$ cat config.mk
export PLATFORM = sky130hd
export DESIGN_NAME = irq_ctrl
export DESIGN_NICKNAME = d
export VERILOG_FILES = /design/src/rtl/irq_ctrl.sv
export SDC_FILE = /design/constraint.sdc
export NUM_CORES = 1
export LEC_CHECK = 0
export BUFFER_PORTS_ARGS = -buffer_cell sky130_fd_sc_hd__buf_2
export CELL_PAD_IN_SITES_DETAIL_PLACEMENT = 2
export CELL_PAD_IN_SITES_GLOBAL_PLACEMENT = 2
export CORE_MARGIN = 2
export CORE_UTILIZATION = 28
export DETAILED_ROUTE_END_ITERATION = 16
export GPL_TIMING_DRIVEN = 0
export PLACE_DENSITY = 0.81
export SYNTH_ARGS = -nofsm -noshare
export SYNTH_HDL_FRONTEND = slang
export SYNTH_SLANG_ARGS = --single-unit
export TNS_END_PERCENT = 30
$ cat constraint.sdc
create_clock -name Clk -period 1.7 [get_ports Clk]
set_clock_uncertainty 0.2 [all_clocks]
set_input_delay 0.17 -clock Clk [delete_from_list [all_inputs] [get_ports Clk]]
set_output_delay 0.17 -clock Clk [all_outputs]
set_load 0.02 [all_outputs]
$ cat src/rtl/irq_ctrl.sv
// irq_ctrl: NIRQ-source interrupt controller with MASK/PEND/ID/EOI registers and an IDLE/REQ/SERVICE CPU handshake.
// Define IRQ_CTRL_EDGE_EN for rising-edge capture of irq; the default build captures levels.

module irq_ctrl #(
   parameter int unsigned NIRQ = 8
) (
   input  logic            Clk,
   input  logic            Clrn,
   input  logic [NIRQ-1:0] irq,
   output logic            intr,
   input  logic            inta,
   input  logic            we,
   input  logic [1:0]      addr,
   input  logic [31:0]     wdata,
   output logic [31:0]     rdata
);

   localparam int unsigned DATA_W = 32;
   localparam int unsigned ID_W   = 3;
   localparam int unsigned PAD_W  = DATA_W - 1 - ID_W;

   localparam logic [1:0] A_MASK = 2'd0;
   localparam logic [1:0] A_PEND = 2'd1;
   localparam logic [1:0] A_ID   = 2'd2;
   localparam logic [1:0] A_EOI  = 2'd3;

   typedef enum logic [1:0] {
      ST_IDLE    = 2'd0,
      ST_REQ     = 2'd1,
      ST_SERVICE = 2'd2
   } state_t;

   state_t            r_state;
   logic [NIRQ-1:0]   r_sync1;
   logic [NIRQ-1:0]   r_sync2;
   logic [NIRQ-1:0]   r_mask;
   logic [NIRQ-1:0]   r_pend;
   logic [ID_W-1:0]   r_id;

   logic [NIRQ-1:0]   w_event;
   logic [NIRQ-1:0]   w_active;
   logic [NIRQ-1:0]   w_ack_clr;
   logic [NIRQ-1:0]   w_pend_clr;
   logic [NIRQ-1:0]   w_pend_next;
   logic [ID_W-1:0]   w_win_id;
   logic              w_wr_mask;
   logic              w_wr_pend;
   logic              w_wr_eoi;
   logic              w_ack;
   logic              w_unused;

`ifdef IRQ_CTRL_EDGE_EN
   logic [NIRQ-1:0]   r_sync3;

   // Event on a synchronized 0->1 transition only.
   assign w_event = r_sync2 & ~r_sync3;

   always_ff @(posedge Clk or negedge Clrn) begin
      if (!Clrn) begin
         r_sync3 <= '0;
      end else begin
         r_sync3 <= r_sync2;
      end
   end
`else
   // Level capture: every cycle the synchronized line is high is an event.
   assign w_event = r_sync2;
`endif

   assign w_wr_mask = we && (addr == A_MASK);
   assign w_wr_pend = we && (addr == A_PEND);
   assign w_wr_eoi  = we && (addr == A_EOI);
   assign w_ack     = (r_state == ST_REQ) && inta;
   assign w_unused  = &{1'b0, wdata};

   assign w_active    = r_pend & r_mask;
   assign w_ack_clr   = w_ack ? (NIRQ'(1) << r_id) : '0;
   assign w_pend_clr  = (w_wr_pend ? wdata[NIRQ-1:0] : '0) | w_ack_clr;
   // New events win over W1C and acknowledge clears in the same cycle.
   assign w_pend_next = (r_pend & ~w_pend_clr) | w_event;

   // Lowest-index enabled pending source wins.
   always_comb begin
      w_win_id = '0;
      for (int i = NIRQ - 1; i >= 0; i--) begin
         if (w_active[i]) begin
            w_win_id = ID_W'(i);
         end
      end
   end

   always_comb begin
      rdata = '0;
      case (addr)
         A_MASK:  rdata = DATA_W'(r_mask);
         A_PEND:  rdata = DATA_W'(r_pend);
         A_ID:    rdata = {(r_state == ST_SERVICE), {PAD_W{1'b0}}, r_id};
         default: rdata = '0;
      endcase
   end

   always_ff @(posedge Clk or negedge Clrn) begin
      if (!Clrn) begin
         r_state <= ST_IDLE;
         intr    <= 1'b0;
         r_sync1 <= '0;
         r_sync2 <= '0;
         r_mask  <= '0;
         r_pend  <= '0;
         r_id    <= '0;
      end else begin
         r_sync1 <= irq;
         r_sync2 <= r_sync1;
         r_pend  <= w_pend_next;
         if (w_wr_mask) begin
            r_mask <= wdata[NIRQ-1:0];
         end
         // id is only latched on IDLE->REQ, so it stays frozen through REQ and SERVICE.
         case (r_state)
            ST_IDLE: begin
               if (|w_active) begin
                  r_id    <= w_win_id;
                  r_state <= ST_REQ;
                  intr    <= 1'b1;
               end
            end
            ST_REQ: begin
               if (inta) begin
                  r_state <= ST_SERVICE;
                  intr    <= 1'b0;
               end
            end
            ST_SERVICE: begin
               if (w_wr_eoi) begin
                  r_state <= ST_IDLE;
               end
            end
            default: begin
               r_state <= ST_IDLE;
               intr    <= 1'b0;
            end
         endcase
      end
   end

endmodule

-- Yosys cells after proc, flatten, opt, wreduce, memory -nomap -nowiden
Cells that the tools add are included.
- bitwise logic cells: 6
- equal/unequal tests: 8
- shifts and indexed selects: 1
- reduce and logical (&&, ||, !) cells: 10
- mux-type cells: 18
- operators with widths (cell ; count):
    one-hot mux 32 bit (3 select lines) ; 1
    two-way mux 3 bit ; 8
    AND 8 bit ; 2
    two-way mux 8 bit ; 2
    bitwise OR 8 bit ; 2
    inverter 8 bit ; 1
    OR reduction 8 bit ; 1
    left shift 1 x 3 -> 8 bit, first input constant ; 1
    == test 2 bit, second input constant ; 3
    two-way mux 2 bit ; 3
    != test 2 bit, second input constant ; 3
    one-hot mux 2 bit (3 select lines) ; 1
    AND reduction 3 bit ; 2
    == test 2 x 1 -> 1 bit, second input constant ; 2
    logical AND 1 bit ; 4
    zero test 2 bit ; 2
    one-hot mux 1 bit (3 select lines) ; 1
    two-way mux 1 bit ; 2
    AND reduction 2 bit ; 1
    inverter 1 bit ; 1
- logic and storage cells: 50
- bits of input ports: 46
- flip-flop bits (word level): 38

-- Longest topological paths before layout
Gate-level depths: netlist of run 1.
- depth in word-level cells: 9
- gate-level depth with buffers: 4

-- Least setup slack after synthesis of run 1
Ideal clock, no wire load.
- path kind: register to register
- from: reg r_mask[3]
- to: reg r_state[0]
- path buffers: 0
- required time: 1376 ps
- arrival: 1105 ps
- cell stages (with the launch flop): 5
- setup time: 124 ps
- setup slack: 271 ps
- path through: dfrtp_1 > a22oi_2 > nand2_1 > o21a_1 > or2_1
- cells in the longest elaborated chain, start to end: 4
- RTL lines (element ; line ; text):
    start, declared ; 36 ; logic [NIRQ-1:0] r_mask;
    start signal, assigned ; 116 ; r_mask <= wdata[NIRQ-1:0];
    AND 8 bit ; 76 ; assign w_active = r_pend & r_mask;
    OR reduction 8 bit ; 121 ; if (|w_active) begin
    != test 2 bit (no line) ; -- ;
    AND reduction 3 bit (no line) ; -- ;
    end signal, assigned ; 123 ; r_state <= ST_REQ;
    end signal, assigned ; 129 ; r_state <= ST_SERVICE;
    end signal, assigned ; 135 ; r_state <= ST_IDLE;
    end, declared ; 33 ; state_t r_state;
No other way between the ends.
A chain may end at the register's enable or synchronous reset.

-- Worst setup path in the final report of run 1
- from: reg r_state[1]
- to: reg r_pend[7]
- cells in the longest elaborated chain, start to end: 7
- RTL lines (element ; line ; text):
    start signal, assigned ; 104 ; r_state <= ST_IDLE;
    start signal, assigned ; 123 ;
    start signal, assigned ; 129 ;
    == test 2 x 1 -> 1 bit ; 73 ; assign w_ack = (r_state == ST_REQ) && inta;
    logical AND 1 bit ; 73 ;
    two-way mux 8 bit ; 77 ; assign w_ack_clr = w_ack ? (NIRQ'(1) << r_id) : '0;
    bitwise OR 8 bit ; 78 ; assign w_pend_clr = (w_wr_pend ? wdata[NIRQ-1:0] : '0) | w_ack_clr;
    inverter 8 bit ; 80 ; assign w_pend_next = (r_pend & ~w_pend_clr) | w_event;
    AND 8 bit ; 80 ;
    bitwise OR 8 bit ; 80 ;
    net w_pend_next[7] ; 44 ; logic [NIRQ-1:0] w_pend_next;
    end signal, assigned ; 114 ; r_pend <= w_pend_next;
    end, declared ; 37 ; logic [NIRQ-1:0] r_pend;
The timed path passes the listed nets, and every way through them passes these cells.

==> impl_metrics.yaml, run 1 <==
placed_design:
  placed_cell_area_um2: 2100
  io_buffers: 31
  gp_congestion: 0.792
  dp_hpwl_um: 3200
  post-place-ws_ps: -0.446
grt:
  grt_pass1_vias: 1558
  grt_pass1_wl_um: 7700
  grt_overflow: 0
  antenna_found_initial: 0
  grt_usage: 0.142
  grt_max_degree: 39
flow_run:
  cap_violations: 0
detailed_routing:
  drt_iter0_markers: 32
  vias_per_cell: 4.49
  remaining_drc_errors: 0
  ant_nets: 0
  drt-total-wl_um: 4550
  firstDrtPassIters: 4
  wl_per_cell_um: 14.6
  num_vias: 1396
timing:
  rsz0062_at_grt: "true"
  worst_slack_ps: 80.5
  final.min_clock_period_ps: 1620
  period_share: 0.953
  slew_viol_final: 0
  fmax_mhz: 617
  tightest_slew_ps: 850
  final_hold_viol_count: 0
  fin_setup_tns_ps: 0
  setup_viol: 0
  slew_headroom: 0.434
yosys:
  netlist_area_um2: 1770
  yosys.area.top_type_share: 0.537
  ys_ff_latch: 38
  synth_warnings: 0
  synth.avg_cell_area_um2: 11.2
  ys_top_cells_by_area: "dfrtp_1 (54%), buf_4 (9.8%), nand2_1 (5.3%), mux2i_1 (5.1%), mux2_2 (5.1%)"
  netlist_instances: 158
  ys_seq_area_frac: 0.537
  yosysTopAreaCell: "dfrtp_1"
  ys_types: 28
setup_path:
  end_kind: "flop"
  cp.required_ps: 1700
  critical_path_class: "flop to flop"
  cp_data_arrival_time_ps: 1620
  worst-path-max-fanout: 6
  worst_setup_path_start_kind: "flop"
clocking:
  cts_tree: "done"
  cts.htree.levels: 2
  cts_sinks: 38
  cts-root-buf: "clkbuf_8"
  clkTransAtPathRegs_ps: 80
  clk_latency_ps: 300
  cts_buffers: 5
  cts_buffer_depth: 2
final_layout:
  antenna_cells: 0
  nNetsFinal: 281
  register_area_um2: 951
  areaGrowthSynthToFinish_pct: 35.3
  multi_input_area_um2: 718
  drive_gt1_frac: 0.347
  fin_area_um2: 2390
  fillCellCount: 645
status:
  outcome: "completed"
power_and_ir_drop:
  p_leak_nw: 1.13
  p_per_area_nw_per_um2: 1150
  vdd_drop_max_mv: 0.566
floorplanning:
  start_util: 0.294
  die-area_um2: 6970
  coreArea_um2: 6030
  die_y_um: 83.5
  pin_count: 79
  die_x_um: 83.5
  num_rows: 28
worst_hold_path:
  hp-class: "input pin to flop"
[per-stage QoR]
| stage | std cells | hold WS, ps | utilization | total power [mW] |
|---|---|---|---|---|
| 2_1_floorplan | 180 | -326 | - | 1.71 |
| 3_3_place_gp | 286 | 78.0 | 0.349 | 1.91 |
| 3_5_place_dp | 286 | 79.4 | 0.349 | 1.96 |
| 4_1_cts | 311 | 38.8 | 0.396 | 2.77 |
| 5_1_grt | 311 | 69.0 | 0.397 | 2.93 |
| 6_report | 311 | 41.2 | 0.397 | 2.75 |
[cell families after synthesis]
kind of cell / count (synthesis) / share of synthesized area
buffers and inverters: 28 / 0.110
DFF: 38 / 0.537
and+or+nand+nor: 48 / 0.131
AOI/OAI and AO/OA: 26 / 0.117
other: 1 / 0.00212
muxes: 17 / 0.102
[per-layer routing]
layer | track usage | wire [um]
met5 | 0 | 0
met2 | 0.249 | 2390
met4 | 0.0528 | 73
met1 | 0.169 | 1910
met3 | 0.0336 | 174
[registers in the layout (all words and copies together) (netlist names)]
register,count
intr,1
r_sync2,8
r_pend,8
r_mask,8
r_id,3
r_state,2
r_sync1,8
[layout by cell type, fill, tap and decap left out, types with 2 or more instances in the layout]
cell / count
a21oi_1: 4
a22oi_1: 2
a31o_1: 5
a31o_2: 3
and3b_1: 2
buf_2: 34
buf_4: 23
clkbuf_8: 5
conb_1: 23
dfrtp_1: 38
dlygate4sd3_1: 17
inv_1: 2
mux2_2: 8
mux2i_1: 9
nand2_1: 25
nand3_1: 4
nand3b_1: 2
nor2_1: 7
nor2_2: 2
nor2b_1: 2
o21ai_0: 4
[synth_stat cells]
library cell	instances
a31o_2	3
nand3b_1	2
buf_2	3
o21a_1	1
mux2i_1	9
buf_4	23
a21oi_1	4
inv_1	2
dfrtp_1	38
a32o_1	1
a21o_2	1
a22oi_2	1
or2_1	1
nor2_1	9
a32oi_1	1
a2bb2oi_1	1
o21ai_0	5
a22oi_4	1
conb_1	1
a22oi_1	2
nor3b_4	1
and3b_1	2
a31o_1	5
nand3_1	4
nand2_1	25
nor2b_1	3
nor3b_1	1
mux2_2	8
[worst max-delay path: stages, from the launching register on]
cell and delay [ps]:
dfrtp_1 430, nand3b_1 260, nor2_2 250, nand3_1 130, a31o_2 240
[layout make-up]
type,count,share of cell area
Sequential cell,38,0.397
Tap cell,75,0.0392
Timing Repair Buffer,48,0.136
Inverter,2,0.00314
Multi-Input combinational cell,114,0.300
Clock inverter,2,0.0157
Buffer,26,0.0784
Clock buffer,6,0.0303
[path summary, 6_finish.rpt]
kind | start | to | slack, ps | cells past startpoint
min | we | r_state[1] | 40 | 4
max in group asynchronous | Clrn | r_sync2[5] | 460 | 2
min reg2reg | r_sync1[7] | r_sync2[7] | 160 | 0
max | r_state[1] | r_pend[7] | 80 | 4
max reg2reg | r_state[1] | r_pend[7] | 80 | 4
min in group asynchronous | Clrn | r_sync2[3] | 310 | 2
[where the power goes]
| group | internal [mW] | switching [mW] |
|---|---|---|
| combinational | 0.341 | 0.408 |
| clock | 0.438 | 0.333 |
| sequential | 1.05 | 0.177 |
| total | 1.83 | 0.918 |
[what timing repair did]
| item | in CTS | in global routing |
|---|---|---|
| endpoints found under the hold margin | 59 | 0 |
| endpoints found under the setup margin | 3 | 6 |
| buffers inserted | 0 | 0 |
| hold buffers | 17 | 0 |
| gates resized for setup | 3 | 2 |
| pin swaps | 0 | 1 |
Power figures use the tool's default switching activity.
==> run 2: changes to the inputs <==
==> constraint.sdc (replaced) <==
create_clock -name Clk -period 1.6 [get_ports Clk]
set_clock_uncertainty 0.2 [all_clocks]
set_input_delay 0.48 -clock Clk [delete_from_list [all_inputs] [get_ports Clk]]
set_output_delay 0.48 -clock Clk [all_outputs]
set_load 0.02 [all_outputs]
==> impl_metrics.yaml, run 2 (synthesis results as in run 1) <==
setup_path:
  worst_setup_path_start_kind: "input pin"
  end_kind: "primary output"
  cp_data_arrival_time_ps: 1180
  r2r_end: "r_state[0]"
  slowest_stage: "mux2i_4"
  cp.required_ps: 920
  critPathMaxStageDelay_ps: 180
  reg2reg_depth: 5
  ff2ff_setup_slack_ps: -20
  cp.buffers_inverters: 3
  worst-path-max-fanout: 5
  crit_chain: "buf_12, buf_12, mux2i_4, o21ai_2, buf_6"
  critical_path_class: "input pin to primary output"
  worst_path_most_repeated_cell: "buf_12"
  critical-path-top-delay-family: "buffers and inverters"
  r2r_start: "r_mask[3]"
timing:
  setup_viol: 18
  fmax_mhz: 537
  rsz0062_at_grt: "true"
  final_hold_viol_count: 0
  final.min_clock_period_ps: 1860
  worst_slack_ps: -264
  period_share: 1.16
  slew_headroom: 0.432
  tightest_slew_ps: 851
  slew_viol_final: 0
floorplanning:
  die_y_um: 83.5
  die-area_um2: 6970
  die_x_um: 83.5
  coreArea_um2: 6030
  start_util: 0.294
  pin_count: 79
  num_rows: 28
detailed_routing:
  remaining_drc_errors: 0
  wl_per_cell_um: 14.3
  firstDrtPassIters: 4
  drt-total-wl_um: 4320
  vias_per_cell: 4.39
  ant_nets: 0
  num_vias: 1321
  drt_iter0_markers: 42
final_layout:
  drive_gt1_frac: 0.473
  mostFrequentLayoutCells: "dfrtp_1 (36), buf_4 (30), nand2_1 (25)"
  layout_commonest_cell: "dfrtp_1"
  nNetsFinal: 273
  fin_area_um2: 2460
  fillCellCount: 649
  antenna_cells: 0
  areaGrowthSynthToFinish_pct: 38.9
  finalNonFillerCells: 301
placed_design:
  dp_cells: 286
  post-place-ws_ps: -401
  dp_hpwl_um: 3050
  placed_cell_area_um2: 2160
  io_buffers: 31
  gp_congestion: 0.782
flow_run:
  cap_violations: 0
clocking:
  cts_buffer_depth: 2
  clkTransAtPathRegs_ps: 70
  cts-root-buf: "clkbuf_8"
  cts_tree: "done"
  clk_latency_ps: 290
  cts_buffers: 5
  cts_hold_buf: 0
  cts.htree.levels: 2
  cts_sinks: 38
power_and_ir_drop:
  p_leak_nw: 1.13
  seqPwrFrac: 0.460
  intPower_mw: 1.90
  total_power_mw: 2.86
  p_comb_frac: 0.314
  switching_share: 0.336
  p_per_area_nw_per_um2: 1170
  clkPwrFrac: 0.226
  p_sw_mw: 0.964
  vdd_drop_max_mv: 0.577
worst_hold_path:
  hold_start: "irq[6]"
  min_to: "r_sync1[6]"
  holdPathStages: 1
  hp-class: "input pin to flop"
grt:
  grt_pass1_vias: 1406
  grt_usage: 0.132
  grt_overflow: 0
  grt_pass1_wl_um: 7180
  grt_max_degree: 39
  antenna_found_initial: 0
status:
  violations: "setup timing"
  outcome: "complete, but fails checks"
[run 2: final cells by class]
cell class	instances	area (um2)	share of cell area
sequential	38	953	0.388
multi-input combinational	114	785	0.319
timing repair buffer	40	318	0.129
buffer	26	218	0.0886
tap	75	93.8	0.0382
clock buffer	6	82.6	0.0336
inverter	2	7.51	0.00305
[run 2: worst max path at each step]
stage                      endpoint  depth (start not counted)    start  slack [ps]
after floorplan            rdata[0]                          3  addr[0]         -60
after CTS                  rdata[2]                          5  addr[0]        -290
after detailed placement  rdata[31]                          5  addr[1]        -400
final                      rdata[2]                          5  addr[0]        -260
after global placement    rdata[31]                          5  addr[1]        -390
after global routing      rdata[31]                          5  addr[0]        -300
[run 2: worst reg2reg max path, cell delays in order (launching register included)]
cell	delay (ps)
dfrtp_2	440
buf_6	130
a22oi_2	190
nand2_1	110
o21a_1	220
or2_1	230
[run 2: power by group through the flow]
stage	sequential [mW]	combinational, mW	clock [mW]
2_1_floorplan	1.28	0.570	0
3_3_place_gp	1.31	0.755	0
3_5_place_dp	1.33	0.773	0
4_1_cts	1.32	0.848	0.673
5_1_grt	1.35	0.996	0.722
6_report	1.32	0.898	0.648
[run 2: per-stage QoR]
| stage | setup TNS (ps) | util | hold slack (ps) |
|---|---|---|---|
| finish | -2640 | 0.408 | 94.3 |
| global route | -3830 | 0.408 | 85.0 |
| CTS | -2780 | 0.394 | 84.4 |
| detailed placement | -6380 | 0.359 | 138 |
| global placement | -5880 | 0.359 | 132 |
| floorplan | -225 | - | -15.6 |
[run 2: layer usage]
metal / global-route usage / part of all wire
met3: 0.0297 / 0.042
met4: 0.0396 / 0.010
met5: 0 / 0
met1: 0.172 / 0.44
met2: 0.220 / 0.51
[run 2: timing repair]
| action | in CTS | in global routing |
|---|---|---|
| resized for setup | 24 | 12 |
| gates cloned | 1 | 0 |
| pin swaps | 3 | 3 |
| endpoints found under the setup margin | 23 | 24 |
| setup buffers | 3 | 5 |
==> run 3: changes to the inputs <==
Settings changed: CAP_MARGIN from default to 5, SKIP_LAST_GASP from default to 1.
==> impl_metrics.yaml, run 3 (synthesis results as in run 1) <==
timing:
  tightest_slew_ps: 851
  slew_viol_final: 0
  final.min_clock_period_ps: 1870
  fmax_mhz: 536
  rsz0062_at_grt: "true"
  period_share: 1.17
  slew_headroom: 0.433
  fin_hold_ws_ps: 94.8
  worst_slack_ps: -266
  final_hold_viol_count: 0
  setup_viol: 23
setup_path:
  critPathMaxStageDelay_ps: 180
  cp_data_arrival_time_ps: 1190
  r2r_end: "r_state[0]"
  worst_setup_path_start_kind: "input pin"
  critPathLaunch: "addr[0]"
  critical-path-top-delay-family: "buffers and inverters"
  crit_chain: "buf_12, buf_12, mux2i_4, o21ai_2, buf_6"
  crit_path_end: "rdata[2]"
  end_kind: "primary output"
  r2r_start: "r_mask[3]"
  cp.buffers_inverters: 3
  reg2reg_depth: 5
  critical_path_class: "input pin to primary output"
  cp.depth: 5
  cp.required_ps: 920
  ff2ff_setup_slack_ps: -80
  slowest_stage: "mux2i_4"
  worst_path_most_repeated_cell: "buf_12"
  worst-path-max-fanout: 5
grt:
  grt_usage: 0.131
  grt_overflow: 0
  grt_pass1_wl_um: 7130
  grt_max_degree: 39
  grt_pass1_vias: 1407
  antenna_found_initial: 0
clocking:
  clk_latency_ps: 290
  cts-root-buf: "clkbuf_8"
  clkTransAtPathRegs_ps: 70
  cts_buffers: 5
  cts_buffer_depth: 2
  cts_tree: "done"
  cts_sinks: 38
  cts.htree.levels: 2
flow_run:
  cap_violations: 0
final_layout:
  register_area_um2: 952
  layout_commonest_cell: "dfrtp_1"
  fillCellCount: 650
  areaGrowthSynthToFinish_pct: 38.8
  multi_input_area_um2: 771
  antenna_cells: 0
  mostFrequentLayoutCells: "dfrtp_1 (37), buf_4 (34), nand2_1 (25)"
  finalNonFillerCells: 304
  drive_gt1_frac: 0.459
  finish.utilization: 0.407
  nNetsFinal: 276
detailed_routing:
  drt-total-wl_um: 4330
  wl_per_cell_um: 14.2
  ant_nets: 0
  vias_per_cell: 4.38
  num_vias: 1332
  remaining_drc_errors: 0
  firstDrtPassIters: 4
  drt_iter0_markers: 35
placed_design:
  gp_congestion: 0.782
  post-place-ws_ps: -401
  dp_cells: 286
  dp_hpwl_um: 3050
  io_buffers: 31
floorplanning:
  die_y_um: 83.5
  pin_count: 79
  start_util: 0.294
  die-area_um2: 6970
  die_x_um: 83.5
  num_rows: 28
  coreArea_um2: 6030
power_and_ir_drop:
  vdd_drop_max_mv: 0.581
  p_leak_nw: 1.14
  p_per_area_nw_per_um2: 1160
  total_power_mw: 2.85
status:
  violations: "setup timing"
  outcome: "complete, but fails checks"
worst_hold_path:
  holdPathStages: 1
  hp-class: "input pin to flop"
## run 3: changes by cell type in the layout (fill, tap and decap cells not counted), sizes merged
cell / change
buf: +3
## run 3: stage by stage
step | instance area, um2 | setup TNS, ps
floorplan | 1910 | -225
global placement | 2160 | -5880
detailed placement | 2160 | -6380
CTS | 2360 | -3030
global route | 2450 | -4640
finish | 2450 | -2850
## run 3: worst register-to-register path, stage by stage (launching register included)
cell and delay, ps:
dfrtp_1 430, buf_4 160, a22oi_2 210, nand2_1 110, o21a_1 230, or2_1 230
## run 3: layer usage
| layer | global-route usage | part of all wire | vias to the layer above |
|---|---|---|---|
| met2 | 0.220 | 0.51 | 33 |
| met1 | 0.170 | 0.43 | 656 |
| li1 | - | - | 638 |
| met5 | 0 | 0 | - |
| met4 | 0.0396 | 0.010 | 0 |
| met3 | 0.0297 | 0.045 | 5 |
## run 3: cell type report
type / count / area share
Sequential cell: 38 / 0.388
Inverter: 2 / 0.00306
Clock buffer: 6 / 0.0336
Buffer: 26 / 0.0887
Tap cell: 75 / 0.0382
Multi-Input combinational cell: 114 / 0.314
Timing Repair Buffer: 43 / 0.135
## run 3: worst min-delay path by stage
stage,from,to,slack [ps]
final,irq[6],r_sync1[6],90
after global routing,irq[1],r_sync1[1],90
after CTS,irq[6],r_sync1[6],80
after detailed placement,r_sync1[0],r_sync2[0],140
after global placement,r_sync1[7],r_sync2[7],130
after floorplan,Clrn,intr,-20
## run 3: what timing repair did
item / CTS / global route
cloned: 1 / 0
resized for setup: 20 / 8
setup buffers: 3 / 8
setup endpoints to repair: 23 / 27
hold buffers: 0 / 0
pin swaps: 3 / 2
## run 3: power by group
part           internal, mW  switching, mW
clock                 0.332          0.315
combinational         0.449          0.447
sequential             1.12          0.189
total                  1.90          0.951
